File: src/rtl/op_seq_pkg.sv
`default_nettype none
// ============================================================================
// Module      : op_seq_pkg
// Description : Opcodes, control-bit indices, command record and FSM states
//               shared by the op_sequencer command stage.
// Revision    : 1.0 - initial release
// ============================================================================
package op_seq_pkg;

    localparam logic [1:0] OP_NOP      = 2'b00;
    localparam logic [1:0] OP_LOAD     = 2'b01;
    localparam logic [1:0] OP_LOAD_DBL = 2'b10;
    localparam logic [1:0] OP_INC      = 2'b11;

    localparam int CTRL_EN  = 0;
    localparam int CTRL_DBL = 1;
    localparam int CTRL_OP  = 2;

    localparam int CMD_W = 10;

    typedef struct packed {
        logic [1:0] op;
        logic [3:0] data;
        logic [3:0] rpt;
    } cmd_t;

    typedef enum logic [0:0] {
        ST_IDLE  = 1'b0,
        ST_ISSUE = 1'b1
    } state_t;

    // Datapath control word for one beat of the given opcode.
    function automatic logic [2:0] beat_ctrl(input logic [1:0] op);
        logic [2:0] c;
        c = '0;
        case (op)
            OP_LOAD: begin
                c[CTRL_EN] = 1'b1;
            end
            OP_LOAD_DBL: begin
                c[CTRL_EN]  = 1'b1;
                c[CTRL_DBL] = 1'b1;
            end
            OP_INC: begin
                c[CTRL_EN] = 1'b1;
                c[CTRL_OP] = 1'b1;
            end
            default: c = '0;
        endcase
        return c;
    endfunction

endpackage
`default_nettype wire

File: src/rtl/cmd_fifo.sv
`default_nettype none
// ============================================================================
// Module      : cmd_fifo
// Description : Single-clock synchronous FIFO with full/empty/count flags and
//               synchronous active-high reset. No bypass path.
// Revision    : 1.0 - initial release
// ============================================================================
module cmd_fifo #(
    parameter int DEPTH = 4,
    parameter int WIDTH = 10,
    localparam int ADDR_W = $clog2(DEPTH)
) (
    input  logic              clk,
    input  logic              rst,
    input  logic              push,
    input  logic [WIDTH-1:0]  push_data,
    input  logic              pop,
    output logic [WIDTH-1:0]  pop_data,
    output logic              full,
    output logic              empty,
    output logic [ADDR_W:0]   count
);

    localparam logic [ADDR_W:0] FULL_CNT = (ADDR_W + 1)'(DEPTH);

    logic [WIDTH-1:0]  r_mem [DEPTH];
    logic [ADDR_W-1:0] r_wr_ptr;
    logic [ADDR_W-1:0] r_rd_ptr;
    logic [ADDR_W:0]   r_count;
    logic              w_push;
    logic              w_pop;

    // Push qualifies on the registered full flag, so a same-edge pop never frees a slot.
    assign w_push = push && (r_count != FULL_CNT);
    assign w_pop  = pop && (r_count != '0);

    always_ff @(posedge clk) begin
        if (w_push) begin
            r_mem[r_wr_ptr] <= push_data;
        end
    end

    always_ff @(posedge clk) begin
        if (rst) begin
            r_wr_ptr <= '0;
            r_rd_ptr <= '0;
            r_count  <= '0;
        end else begin
            if (w_push) begin
                r_wr_ptr <= r_wr_ptr + ADDR_W'(1);
            end
            if (w_pop) begin
                r_rd_ptr <= r_rd_ptr + ADDR_W'(1);
            end
            case ({w_push, w_pop})
                2'b10:   r_count <= r_count + (ADDR_W + 1)'(1);
                2'b01:   r_count <= r_count - (ADDR_W + 1)'(1);
                default: r_count <= r_count;
            endcase
        end
    end

    assign pop_data = r_mem[r_rd_ptr];
    assign full     = (r_count == FULL_CNT);
    assign empty    = (r_count == '0);
    assign count    = r_count;

endmodule
`default_nettype wire

File: src/rtl/op_sequencer.sv
`default_nettype none
// ============================================================================
// Module      : op_sequencer
// Description : Buffers opcode/operand/repeat commands and expands each into
//               registered data/control beats for the shift/increment datapath.
// Revision    : 1.0 - initial release
// ============================================================================
module op_sequencer
    import op_seq_pkg::*;
#(
    parameter int FIFO_DEPTH = 4,
    parameter int CNT_W      = 8
) (
    input  logic                          clk,
    input  logic                          rst,
    input  logic                          cmd_valid,
    output logic                          cmd_ready,
    input  logic [1:0]                    cmd_op,
    input  logic [3:0]                    cmd_data,
    input  logic [3:0]                    cmd_repeat,
    input  logic                          hold,
    output logic [3:0]                    data_out,
    output logic [2:0]                    control_out,
    output logic                          busy,
    output logic [$clog2(FIFO_DEPTH):0]   fifo_count,
    output logic [CNT_W-1:0]              issued_inc
);

    cmd_t       w_cmd_in;
    cmd_t       w_head;
    logic       w_full;
    logic       w_empty;
    logic       w_pop;

    state_t     r_state;
    state_t     w_state_nxt;
    logic [3:0] r_remain;
    logic [3:0] w_remain_nxt;
    logic [1:0] r_cur_op;
    logic [1:0] w_cur_op_nxt;
    logic [3:0] r_cur_data;
    logic [3:0] w_cur_data_nxt;

    logic [3:0]       r_data_out;
    logic [3:0]       w_data_nxt;
    logic [2:0]       r_ctrl_out;
    logic [2:0]       w_ctrl_nxt;
    logic [CNT_W-1:0] r_issued;

    logic       w_beat_vld;
    logic [1:0] w_beat_op;
    logic [3:0] w_beat_data;
    logic       w_inc_beat;

    assign w_cmd_in = '{op: cmd_op, data: cmd_data, rpt: cmd_repeat};

    cmd_fifo #(
        .DEPTH (FIFO_DEPTH),
        .WIDTH (CMD_W)
    ) u_cmd_fifo (
        .clk       (clk),
        .rst       (rst),
        .push      (cmd_valid),
        .push_data (w_cmd_in),
        .pop       (w_pop),
        .pop_data  (w_head),
        .full      (w_full),
        .empty     (w_empty),
        .count     (fifo_count)
    );

    always_comb begin
        w_state_nxt    = r_state;
        w_remain_nxt   = r_remain;
        w_cur_op_nxt   = r_cur_op;
        w_cur_data_nxt = r_cur_data;
        w_pop          = 1'b0;
        w_beat_vld     = 1'b0;
        w_beat_op      = OP_NOP;
        w_beat_data    = r_cur_data;
        w_ctrl_nxt     = 3'b000;
        w_data_nxt     = r_data_out;

        case (r_state)
            ST_IDLE: begin
                if (!w_empty && !hold) begin
                    w_pop          = 1'b1;
                    w_cur_op_nxt   = w_head.op;
                    w_cur_data_nxt = w_head.data;
                    w_remain_nxt   = w_head.rpt;
                    w_beat_vld     = 1'b1;
                    w_beat_op      = w_head.op;
                    w_beat_data    = w_head.data;
                    if (w_head.rpt != 4'd0) begin
                        w_state_nxt = ST_ISSUE;
                    end
                end
            end
            ST_ISSUE: begin
                // Returning to IDLE after the last beat lets IDLE pop the next command on the very next edge.
                if (!hold) begin
                    w_beat_vld   = 1'b1;
                    w_beat_op    = r_cur_op;
                    w_remain_nxt = r_remain - 4'd1;
                    if (r_remain == 4'd1) begin
                        w_state_nxt = ST_IDLE;
                    end
                end
            end
            default: begin
                w_state_nxt = ST_IDLE;
            end
        endcase

        if (w_beat_vld) begin
            w_ctrl_nxt = beat_ctrl(w_beat_op);
            if (w_beat_op == OP_LOAD || w_beat_op == OP_LOAD_DBL) begin
                w_data_nxt = w_beat_data;
            end
        end
    end

    assign w_inc_beat = w_beat_vld && (w_beat_op == OP_INC);

    always_ff @(posedge clk) begin
        if (rst) begin
            r_state    <= ST_IDLE;
            r_remain   <= '0;
            r_cur_op   <= OP_NOP;
            r_cur_data <= '0;
            r_data_out <= '0;
            r_ctrl_out <= '0;
            r_issued   <= '0;
        end else begin
            r_state    <= w_state_nxt;
            r_remain   <= w_remain_nxt;
            r_cur_op   <= w_cur_op_nxt;
            r_cur_data <= w_cur_data_nxt;
            r_data_out <= w_data_nxt;
            r_ctrl_out <= w_ctrl_nxt;
            if (w_inc_beat) begin
                r_issued <= r_issued + CNT_W'(1);
            end
        end
    end

    assign cmd_ready   = !w_full;
    assign busy        = (r_state == ST_ISSUE) || !w_empty;
    assign data_out    = r_data_out;
    assign control_out = r_ctrl_out;
    assign issued_inc  = r_issued;

endmodule
`default_nettype wire
File: config.mk
export PLATFORM = sky130hd
export DESIGN_NAME = op_sequencer
export DESIGN_NICKNAME = d
export VERILOG_FILES = /design/src/rtl/op_seq_pkg.sv /design/src/rtl/cmd_fifo.sv /design/src/rtl/op_sequencer.sv
export SDC_FILE = /design/constraint.sdc
export NUM_CORES = 1
export LEC_CHECK = 0
export BUFFER_PORTS_ARGS = -buffer_cell sky130_fd_sc_hd__buf_2
export CAP_MARGIN = 20
export CORE_MARGIN = 5
export CORE_UTILIZATION = 45
export DETAILED_ROUTE_END_ITERATION = 8
export PLACE_DENSITY = 0.64
export RECOVER_POWER = 25
export SETUP_SLACK_MARGIN = 0.4
export SLEW_MARGIN = 30
export SYNTH_ARGS = -nofsm -noshare
export SYNTH_HDL_FRONTEND = slang
export SYNTH_HIERARCHICAL = 1
export SYNTH_SLANG_ARGS = --single-unit
File: constraint.sdc
create_clock -name clk -period 2.9 [get_ports clk]
set_clock_uncertainty 0.2 [all_clocks]
set_input_delay 0.29 -clock clk [delete_from_list [all_inputs] [get_ports clk]]
set_output_delay 0.29 -clock clk [all_outputs]
set_load 0.02 [all_outputs]
==> metrics.md <==
| Metric | Value |
|---|---|
| First-pass GRT wire length | approximately 9.4 mm |
| Antenna Violating Nets Remaining | 0 |
| Startpoint Class | flop |
| Largest net degree at the start of global routing | 40 |
| Final GP Congestion | between 0.7 and 0.8 |
| DP Area | 3560 um^2 |
| Number of global-route vias before repair | 2,000 |
| Die area | 9060 um^2 |
| First-pass DRT Iterations | 4 |
| Mean post-synth cell area | 13.1 um^2 |
| Post-Syn Nets | 276 |
| DRT Wirelength | 5.66 mm |
| Chip height | 95.2 um |
| FF/Latch Area | 1920 um^2 |
| Row cnt | 31 |
| Num CTS Buffers | 9 |
| Post-Layout Cell Count | 401 |
| Area of the multi-input gates | approximately 1300 um^2 |
| Initial antenna violation count | 0 |
| HPWL after DPL | 3.82 mm |
| Vias per cell | 5.04 |
| Worst-path clk slew | ~0.090 ns |
| Yosys reg bits | between 70 and 80 |
| Synthesis-to-finish area growth | 19.1% |
| Nets | 323 |
| Slew HR | 0.516 |
| H-tree levels | 3 |
| I/O Pins | 34 |
| # fillers | 602 |
| Crit Path Category | reg2reg |
| MaxCap Viol Count | 0 |
| Die X | 95.2 um |
| Max Buffers Root-to-Sink | 2 |
| Main synth FF type | edfxtp_1 |
| Final setup viols | 0 |
| Fin crit period | 2.43 ns |
| Fraction of layout cells with a size suffix above 1 | 0.275 |
| Critical path data arrival time | 2.46 ns |
| Asr flop ratio synth | 0 |
| Status | complete, no violations |
| WHS | 0.115 ns |
| Worst Path Required | 2.93 ns |
| Via Count | 2,022 |
| Number of DRC markers in iteration 0 | 71 |
| Pre-CTS setup slack | 0.341 ns |
| CTS tree | built |
| EDFF count, synth | 40 |
| Clk sinks | 75 |
| Critical path endpoint category | flop |
| YS warnings | 6 |
| Placed Instances | 373 |
| Unrepaired setup endpoints after global routing | yes |
| Setup tns final | 0 ns |
| Core Area | 7180 um^2 |
| CP max FO | 8 |
| Max Clk Rate | ~410 MHz |
| Post-layout util | 0.542 |
| N_diodes | 0 |
| Slew at the pin closest to its max-slew limit | 0.727 ns |
| Sequential area share after synthesis | 0.582 |
| GRT Overall Usage | 0.137 |
| Slack of the critical path | 0.473 ns |
| Gr ovfl total | 0 |
| Fin area | 3890 um^2 |
| Pleak | 1.42 nW |
| Hold Path Class | in2reg |
| PortBufs | 33 |
| Clk Latency, worst-skew pair | 0.35 ns |
| Root Buffer | clkbuf_8 |
| Pwr per Cell Area | roughly 730 nW/um^2 |
| WL/cell | 14.1 um |
| Final Max Slew Viols | 0 |
| Final period util | 0.837 |
| Fin. Hold Viols | 0 |
| Total power | 2.82 mW |
| Synth cell types | 48 |
| Worst vdd ir | 0.268 mV |
| Drt drc | 0 |
| Initial Util | 0.455 |
| Post-synthesis cell area | ~3300 um^2 |
| Cell count after synthesis | 250 |
## cells by family (layout without fill, tap and decap cells)
logic type | Yosys count | in the layout | synth area share
AND/OR/NAND/NOR | 67 | 67 | 0.130
multiplexers | 23 | 23 | 0.111
AO/OA/AOI/OAI | 37 | 37 | 0.0739
XOR/XNOR | 3 | 3 | 0.00805
adder cells (fa/ha/maj) | 12 | 12 | 0.0483
buffers and inverters | 33 | 85 | 0.0467
flip-flops | 75 | 75 | 0.582
## worst max-delay path, stage by stage (launching register included)
cell and delay (ns):
dfxtp_2 0.35, mux4_2 0.33, or3b_4 0.39, a21oi_4 0.14
ha_2 0.22, nand2b_4 0.13, nor4b_4 0.23, mux2_1 0.33
## per-layer routing
layer	part of all wire	vias to the layer above	wire length, um	track usage
li1	-	1005	-	-
met1	0.46	967	2620	0.170
met4	0.014	0	78	0.0613
met2	0.47	43	2680	0.224
met5	0	-	0	0
met3	0.050	7	281	0.0331
## state kept, by name (all words and copies together) (netlist names), named ones only
name                 cells
u_cmd_fifo/r_mem        40
u_cmd_fifo/count         3
r_remain                 4
issued_inc               8
r_cur_op                 2
data_out                 4
u_cmd_fifo/r_wr_ptr      2
u_cmd_fifo/r_rd_ptr      2
r_state                  1
r_cur_data               4
control_out              3
## path summary, 6_finish.rpt
check | endpoint | from | depth (start not counted) | slack, ns
max | issued_inc[3] | flop | 7 | 0.47
min | u_cmd_fifo/r_wr_ptr[0] | cmd_valid | 4 | 0.12
max reg2reg | issued_inc[3] | flop | 7 | 0.47
min reg2reg | u_cmd_fifo/r_rd_ptr[1] | u_cmd_fifo/r_rd_ptr[1] | 2 | 0.30
## cell type report
type | count | area share
Sequential cell | 75 | 0.492
Inverter | 20 | 0.0193
Tap cell | 99 | 0.0318
Timing Repair Buffer | 49 | 0.0769
Clock inverter | 7 | 0.0145
Multi-Input combinational cell | 142 | 0.333
Clock buffer | 9 | 0.0318
## cell usage after synthesis, types with 3 or more instances
| library cell | n | area share |
|---|---|---|
| a31oi_1 | 6 | 0.011 |
| ha_1 | 11 | 0.042 |
| a21oi_1 | 12 | 0.018 |
| inv_1 | 20 | 0.023 |
| mux2_1 | 5 | 0.017 |
| nand2_1 | 6 | 0.0069 |
| nor2_1 | 19 | 0.022 |
| mux4_2 | 10 | 0.069 |
| xor2_1 | 3 | 0.0080 |
| o21ai_0 | 4 | 0.0061 |
| nor3_1 | 3 | 0.0046 |
| nor2b_1 | 7 | 0.013 |
| dfxtp_1 | 35 | 0.21 |
| or3_1 | 5 | 0.0096 |
| a211oi_1 | 3 | 0.0069 |
| edfxtp_1 | 40 | 0.37 |
| and2_1 | 4 | 0.0077 |
| buf_6 | 3 | 0.010 |
| clkbuf_1 | 3 | 0.0034 |
| buf_2 | 5 | 0.0077 |
| mux2i_1 | 8 | 0.025 |
## placed cells by master (no fill, tap or decap), drive strengths merged, types with 3 or more instances in the layout
cell         instances
nor2b                7
mux2                 5
or3                  5
a31oi                6
nand2b               3
inv                 25
a211oi               4
a21oi               12
nor4                 3
and2                 4
nor3                 5
nor2                19
nand2                6
clkbuf              18
edfxtp              40
dfxtp               35
ha                  11
mux4                10
xor2                 3
o21ai                6
mux2i                8
buf                 30
dlygate4sd3         10
o31ai                3
## repair_timing
item / CTS / global route
endpoints found under the hold margin: 40 / 0
cloned: 0 / 0
pin swaps: 3 / 5
buffers inserted: 2 / 0
endpoints found under the setup margin: 3 / 12
resized for setup: 2 / 9
hold buffers: 10 / 0
## power breakdown
| group | switching [mW] | total, mW | internal (mW) |
|---|---|---|---|
| Sequential | 0.0938 | 1.33 | 1.23 |
| Combinational | 0.438 | 0.749 | 0.311 |
| Clock | 0.421 | 0.746 | 0.326 |
| Total | 0.952 | 2.82 | 1.87 |
Note: power is estimated with default switching activity, not from simulation.
